## src/rtl/rr_port_arbiter_pkg.sv

```systemverilog
// Shared definitions for the round-robin port arbiter: FSM encodings and
// the source-index width rule.
package rr_port_arbiter_pkg;

  typedef enum logic {
    ST_IDLE = 1'b0,
    ST_BUSY = 1'b1
  } state_e;

  function automatic int clog2(input int n);
    int r;
    r = 0;
    for (int i = 0; i < 31; i++) begin
      if ((1 << i) < n) r = i + 1;
    end
    return r;
  endfunction

  // A single-bit index is kept even for degenerate widths.
  function automatic int sw_of(input int n);
    return (clog2(n) < 1) ? 1 : clog2(n);
  endfunction

endpackage

```

## src/rtl/rr_port_pick.sv

```systemverilog
// Combinational round-robin pick: rotate the eligible set so ptr sits at
// bit 0, take the lowest set bit, then rotate the result back.
module rr_port_pick
  import rr_port_arbiter_pkg::*;
#(
  parameter int N  = 4,
  parameter int SW = sw_of(N)
) (
  input  logic [N-1:0]  elig,
  input  logic [SW-1:0] ptr,
  output logic          any,
  output logic [SW-1:0] idx,
  output logic [N-1:0]  onehot
);

  logic [2*N-1:0] rot_wide;
  logic [N-1:0]   rot;
  logic [N-1:0]   oh_rot;
  logic [2*N-1:0] unrot_wide;
  logic [SW-1:0]  sel;
  logic [SW:0]    sum;

  always_comb begin
    rot_wide   = {elig, elig} >> ptr;
    rot        = rot_wide[N-1:0];
    sel        = '0;
    oh_rot     = '0;
    for (int j = N - 1; j >= 0; j--) begin
      if (rot[j]) sel = SW'(j);
    end
    any        = |rot;
    if (any) oh_rot[sel] = 1'b1;
    unrot_wide = {oh_rot, oh_rot} << ptr;
    onehot     = unrot_wide[2*N-1:N];
    sum        = {1'b0, sel} + {1'b0, ptr};
    if (sum >= (SW+1)'(N)) sum = sum - (SW+1)'(N);
    idx        = sum[SW-1:0];
  end

endmodule

```

## src/rtl/rr_port_arbiter.sv

```systemverilog
// Round-robin arbiter sharing one registered valid/ready output port among
// N requesters; the current holder is masked for the handshake cycle only.
//
// state   | meaning
// ST_IDLE | output register empty, out_ready ignored
// ST_BUSY | word held until out_ready; may reload back-to-back
module rr_port_arbiter
  import rr_port_arbiter_pkg::*;
#(
  parameter int  N  = 4,
  parameter int  W  = 8,
  localparam int SW = sw_of(N)
) (
  input  logic           clk,
  input  logic           rst,
  input  logic [N-1:0]   req,
  input  logic [N*W-1:0] data,
  output logic [N-1:0]   gnt,
  output logic [W-1:0]   out_data,
  output logic [SW-1:0]  out_src,
  output logic           out_valid,
  input  logic           out_ready
);

  state_e        state_q, state_d;
  logic [SW-1:0] ptr_q, ptr_d;
  logic [N-1:0]  gnt_q;
  logic [W-1:0]  out_data_q;
  logic [SW-1:0] out_src_q;

  logic [N-1:0]  holder_mask;
  logic [N-1:0]  elig;
  logic          capture;
  logic          pick_any;
  logic [SW-1:0] pick_idx;
  logic [N-1:0]  pick_onehot;

  rr_port_pick #(
    .N  (N),
    .SW (SW)
  ) u_pick (
    .elig   (elig),
    .ptr    (ptr_q),
    .any    (pick_any),
    .idx    (pick_idx),
    .onehot (pick_onehot)
  );

  always_ff @(posedge clk) begin
    if (rst) state_q <= ST_IDLE;
    else     state_q <= state_d;
  end

  always_comb begin
    state_d = state_q;
    case (state_q)
      ST_IDLE: if (pick_any) state_d = ST_BUSY;
      ST_BUSY: if (out_ready && !pick_any) state_d = ST_IDLE;
      default: state_d = ST_IDLE;
    endcase
  end

  always_comb begin
    holder_mask = {{(N-1){1'b0}}, 1'b1} << out_src_q;
    out_valid   = (state_q == ST_BUSY);
    elig        = '0;
    if (state_q == ST_IDLE) elig = req;
    else if (out_ready)     elig = req & ~holder_mask;
    // elig is already empty whenever a capture is not allowed
    capture = pick_any;
    ptr_d   = (pick_idx == SW'(N - 1)) ? '0 : pick_idx + 1'b1;
  end

  always_ff @(posedge clk) begin
    if (rst) begin
      ptr_q      <= '0;
      gnt_q      <= '0;
      out_data_q <= '0;
      out_src_q  <= '0;
    end else if (capture) begin
      ptr_q      <= ptr_d;
      gnt_q      <= pick_onehot;
      out_data_q <= data[int'(pick_idx)*W +: W];
      out_src_q  <= pick_idx;
    end else begin
      gnt_q      <= '0;
    end
  end

  assign gnt      = gnt_q;
  assign out_data = out_data_q;
  assign out_src  = out_src_q;

endmodule

```

## config.mk

```make
export PLATFORM = sky130hd
export DESIGN_NAME = rr_port_arbiter
export DESIGN_NICKNAME = d
export VERILOG_FILES = /design/src/rtl/rr_port_arbiter_pkg.sv /design/src/rtl/rr_port_pick.sv /design/src/rtl/rr_port_arbiter.sv
export SDC_FILE = /design/constraint.sdc
export NUM_CORES = 1
export LEC_CHECK = 0
export CAP_MARGIN = 30
export CORE_MARGIN = 3
export CORE_UTILIZATION = 41
export CTS_CLUSTER_SIZE = 16
export DETAILED_ROUTE_END_ITERATION = 10
export PLACE_DENSITY = 0.8
export SETUP_SLACK_MARGIN = 0.4
export SLEW_MARGIN = 20
export SYNTH_ARGS = -nofsm -noshare
export SYNTH_HDL_FRONTEND = slang
export SYNTH_HIERARCHICAL = 1
export SYNTH_SLANG_ARGS = --single-unit
```

## constraint.sdc

```tcl
create_clock -name clk -period 3.97 [get_ports clk]
set_input_delay 0.794 -clock clk [delete_from_list [all_inputs] [get_ports clk]]
set_output_delay 0.794 -clock clk [all_outputs]
set_load 0.05 [all_outputs]
```

* Yosys cells after proc, flatten, opt, wreduce, memory -nomap -nowiden
Index checks and enable logic that the tools add are counted.
** Storage, ports and cells
- Output and inout bits :: 15
- Input bits :: 39
- Flip-flop bits (word level) :: 17
** Operators by class
- $add $sub $neg :: 3
- Reductions and logical operators :: 5
- Order comparisons :: 3
- Shift-type cells :: 4
- Equal/unequal tests :: 1
- Muxes and demuxes :: 14
- Bitwise logic cells :: 4
** Operators with widths (count)
- $shiftx A32 B6 Y8 :: 1
- $mux W2 :: 6
- $mux W4 :: 3
- $shl A8 B2 Y8 :: 1
- $shr A8 B2 Y4 :: 1
- $and A4 B4 Y4 :: 1
- $not A4 Y4 :: 1
- $reduce_or A4 Y1 :: 1
- $shl A1 B2 Y4 const A :: 1
- $add A2 B2 Y3 :: 1
- $ge A3 B3 Y1 const B :: 1
- $lt A2 B3 Y1 const B :: 1
- $mux W1 :: 3
- $add A2 B1 Y2 const B :: 1
- $demux W1 S2 :: 1
- $eq A2 B2 Y1 const B :: 1
- $ge A2 B1 Y1 const B :: 1
- $logic_and A1 B1 Y1 :: 2
- $not A1 Y1 :: 2
- $pmux W1 S2 :: 1
- $reduce_or A2 Y1 :: 1
- $sub A2 B1 Y2 const B :: 1
- $logic_not A1 Y1 :: 1

* Depth between registers and ports, before layout
- Depth in word-level cells :: 16
- Gate-level depth with buffers :: 15
- Gate-level depth less buffers :: 14

* Modules after synthesis
Netlist, hierarchy kept.
** Modules (own cells, without submodules)
- rr_port_arbiter :: instances 1, cells each 74, area an instance 835.8 um^2
- rr_port_pick :: instances 1, cells each 45, area an instance 339.1 um^2

* Worst setup path before layout
Ideal clock, no wire load.
- Path kind :: input port to flip-flop
- Start :: input out_ready
- End :: register out_data_q[0] (netlist: out_data[0])
- Path buffers :: 1
- Arrival time :: 3.105 ns
- Stages on the path :: 12
- Path slack :: 0.737 ns
- Data required time :: 3.842 ns
- Path through :: o21ai_0 > a21boi_0 > o22ai_1 > o21ai_0 > o221ai_1 > ha_1 > xor2_1 > xnor2_1 > buf_2 > mux4_2 > mux2i_1 > nor2_1
** Between the ends
- Cells in the longest elaborated chain, start to end :: 11
** RTL lines
- from (decl) :: RTL line rr_port_arbiter.sv:22 : input logic out_ready
- $mux W4 * :: RTL line rr_port_arbiter.sv:68 : else if (out_ready) elig = req & ~holder_mask;
- $mux W4 * :: RTL line rr_port_arbiter.sv:67 : if (state_q == ST_IDLE) elig = req;
- named net elig[3] :: RTL line rr_port_arbiter.sv:32 : logic [N-1:0] elig;
- $shr A8 B2 Y4 * :: RTL line rr_port_pick.sv:24 : rot_wide = {elig, elig} >> ptr;
- $mux W2 (3 in a row) :: RTL line rr_port_pick.sv:29 : if (rot[j]) sel = SW'(j);
- $mux W2 * :: RTL line rr_port_pick.sv:29
- $add A2 B2 Y3 * :: RTL line rr_port_pick.sv:35 : sum = {1'b0, sel} + {1'b0, ptr};
- $ge A3 B3 Y1 / $sub A2 B1 Y2 (equally long branches) :: RTL line rr_port_pick.sv:36 : if (sum >= (SW+1)'(N)) sum = sum - (SW+1)'(N);
- $mux W2 * :: RTL line rr_port_pick.sv:36
- named net pick_idx[1] :: RTL line rr_port_arbiter.sv:35 : logic [SW-1:0] pick_idx;
- $shiftx A32 B6 Y8 * :: RTL line rr_port_arbiter.sv:83 : out_data_q <= data[int'(pick_idx)*W +: W];
- to (signal assigned) :: RTL line rr_port_arbiter.sv:83
- to (decl) :: RTL line rr_port_arbiter.sv:28 : logic [W-1:0] out_data_q;
The timed path passes the listed nets; every way through them passes the cells marked *.
A chain may end at the register's enable or synchronous reset.

* Final worst setup path
- Start :: input req[0]
- End :: register out_data_q[4] (netlist: out_data[4])
** Between the ends
- Cells in the longest elaborated chain, start to end :: 12
** RTL lines
- from (decl) :: RTL line rr_port_arbiter.sv:16 : input logic [N-1:0] req,
- $and A4 B4 Y4 :: RTL line rr_port_arbiter.sv:68
- $mux W4 :: RTL line rr_port_arbiter.sv:68
- $mux W4 * :: RTL line rr_port_arbiter.sv:67
- named net elig[0] :: RTL line rr_port_arbiter.sv:32
- $shr A8 B2 Y4 * :: RTL line rr_port_pick.sv:24
- $mux W2 (3 in a row) :: RTL line rr_port_pick.sv:29
- $mux W2 * :: RTL line rr_port_pick.sv:29
- $add A2 B2 Y3 * :: RTL line rr_port_pick.sv:35
- $ge A3 B3 Y1 / $sub A2 B1 Y2 (equally long branches) :: RTL line rr_port_pick.sv:36
- $mux W2 * :: RTL line rr_port_pick.sv:36
- named net pick_idx[1] :: RTL line rr_port_arbiter.sv:35
- $shiftx A32 B6 Y8 * :: RTL line rr_port_arbiter.sv:83
Marked as above.

==> flow_summary.yaml <==
synthesis:
  seq_area_frac_synth_pct: 29.0
  synth_cells: 119
  synth_area_per_cell_um2: 9.87
  synth_seq_cells: 17
  yosys-top-cells-area: "dfxtp_1 (29%), mux4_2 (15%), mux2i_1 (11%)"
  yosys_warnings: 6
  synth_area_leader_cell: "dfxtp_1"
  synth_top_area_share_pct: 29.0
  ys_top_cells_by_count: "nor2_1 (18), dfxtp_1 (17), mux2i_1 (13), mux4_2 (8), o21ai_0 (8)"
  synthArstFlopShare_pct: 0
  synth.net_count: 160
  syn_area_mm2: 0.00117
  synth.distinct_cells: 31
  synth_edf_count: 0
  ys.flop_type: "dfxtp_1"
  synth_most_common_cell: "nor2_1"
routing:
  wl_um: 2830
  drtAntennaViolNets: 0
  wire_per_inst_um: 14.0
  first_iter_violations: 22
  drt-pass1-iter-count: 4
  via_count: 1067
  vias_per_cell: 5.26
  drc: 0
die:
  die_w_um: 59.5
  die_y_um: 59.5
  initial_core_util_pct: 45.4
  core_mm2: 0.00259
  io_pins: 54
  num_rows: 18
  die_area_mm2: 0.00354
layout:
  antenna_cells: 0
  drive_above_1_share_pct: 13.3
  finalNetCount: 215
  syn_to_final_growth_pct: 48.3
setup_path:
  cp.arrival_ns: 3.55
  criticalPathCategory: "primary input to flip-flop"
  cp-end-kind: "flip-flop"
  reg2reg_to: "out_data[4]"
  cp_max_fo: 5
  startpoint_type: "primary input"
  worstRegToRegCells: 14
  rrSetupSlack_ns: 0.89
  reg2reg_from: "out_src[1]"
  critical_path_required_ns: 4.13
placement:
  io_buffers: 53
  hpwl_um: 2190
  gp_congestion: 0.746
sta:
  fin_hold_ws_ns: 0.513
  hold_viol: 0
  slew_headroom_pct: 53.3
  clock_skew_ns: 0.000810
  worst_pin_slew_ns: 0.698
  setup-violations-final: 0
  fmax_mhz: 296
  rsz0062_at_grt: "false"
  maxSlewViolCount: 0
  min_period_ns: 3.38
  fin_crit_sh_pct: 85.2
  tns_ns: 0
clock_tree:
  cts_tree: "done"
  path_clk_slew_ns: 0.09
  ctsRootBufferMaster: "clkbuf_4"
  htree_levels: 1
  clkLatencyLatePin_ns: 0.28
  clk_path_buf_depth: 2
  cts_made_buffers: 3
  clock-sinks: 17
power_and_ir_drop:
  power.leakage_uw: 0.000747
  irDropWorstVdd_uv: 415
  pwr_density_cell_mw_per_mm2: 712
grt:
  antenna_found_initial: 0
  grt_max_degree: 17
  grt_pass1_wl_um: 4710
  grt_util_all_layers_pct: 17.6
  grt-ovfl-total: 0
  grt_pass1_vias: 1094
flow_run:
  cap_violations: 0
worst_hold_path:
  hold_class: "flip-flop to flip-flop"
  hp-start: "out_data[3]"
  worstHoldEndpoint: "out_data[3]"
  worstHoldPathCells: 2
outcome:
  status: "finished clean"
==> logic make-up (layout without fill, tap and decap cells) <==
group | count (synthesis) | after routing | share of synthesized area, %
flops | 17 | 17 | 29.0
fa+ha+maj | 2 | 2 | 2.13
mux | 21 | 21 | 26.4
buf+inv | 14 | 68 | 7.99
simple gates | 38 | 38 | 16.8
xor+xnor | 2 | 2 | 1.49
compound gates | 25 | 25 | 16.2
==> per-stage QoR <==
step                      worst slack, ns  utilization [%]  total power, µW  cell area (µm²)  instances
after floorplan                     0.737                -              937             1170        119
after global placement              0.360             66.0             1110             1710        198
after detailed placement            0.170             66.0             1140             1710        198
after CTS                           0.448             67.0             1240             1740        202
after global routing                0.453             67.3             1330             1740        203
final                               0.586             67.3             1240             1740        203
==> state kept, by name, summed over array words and instances, names as in the netlist <==
name       count
ptr_q          2
gnt            4
out_valid      1
out_data       8
out_src        2
==> worst max-delay path: stages <==
cell and delay [ns]:
clkdlybuf4s50_1 0.46, a21boi_1 0.20, nor2_1 0.07, a221o_1 0.37, o21ai_0 0.10, o221ai_1 0.15
ha_1 0.22, xor2_1 0.15, xnor2_1 0.27, buf_2 0.24, mux4_2 0.32, mux2i_1 0.15
nor2_1 0.06
==> cell usage in the layout, fill, tap and decap left out, drive strengths merged <==
cell type and count:
a2111oi 1, a211oi 1, a21boi 4, a21oi 3, a221o 1, and2 6, and2b 1, and3 1
buf 7, clkbuf 4, clkdlybuf4s50 52, dfxtp 17, dlymetal6s2s 1, ha 2, inv 4, mux2i 13
mux4 8, nand2 5, nand2b 2, nor2 18, nor2b 3, nor3 1, o211a 1, o21ai 8
o221ai 1, o22a 1, o22ai 3, o2bb2ai 1, or2b 1, xnor2 1, xor2 1
==> worst max path at each step <==
stage / from / end / slack [ns] / depth (start not counted)
2_1_floorplan: out_ready / out_data[0] / 0.74 / 12
3_3_place_gp: out_ready / out_data[5] / 0.36 / 14
3_5_place_dp: out_ready / out_data[5] / 0.17 / 14
4_1_cts: out_ready / out_data[5] / 0.45 / 14
5_1_grt: req[0] / out_data[5] / 0.45 / 13
6_report: req[0] / out_data[4] / 0.59 / 13
==> power breakdown <==
part	switching, µW	total, µW	internal (µW)
Clock	52.1	91.0	39.0
Sequential	59.4	287	227
Combinational	448	863	415
Total	559	1240	682
==> routing by layer <==
metal | track usage, % | up-vias | routed length, µm
met5 | 0 | - | 0
met4 | 5.70 | 0 | 21
met3 | 5.45 | 2 | 215
met2 | 29.0 | 38 | 1350
met1 | 21.7 | 495 | 1250
li1 | - | 532 | -
==> timing repair <==
| item | 4_1_cts | 5_1_grt |
|---|---|---|
| resized for setup | 0 | 5 |
| hold buffers | 0 | 0 |
| endpoints found under the hold margin | 0 | 0 |
| buffers inserted | 0 | 0 |
| endpoints found under the setup margin | 0 | 9 |
==> final cells by class <==
class,count,area (µm²)
Inverter,4,15.0
Multi-Input combinational cell,88,741
Tap cell,30,37.5
Fill cell,199,847
Sequential cell,17,340
Timing Repair Buffer,60,583
Clock buffer,4,26.3
(Power assumes the default switching activity.)
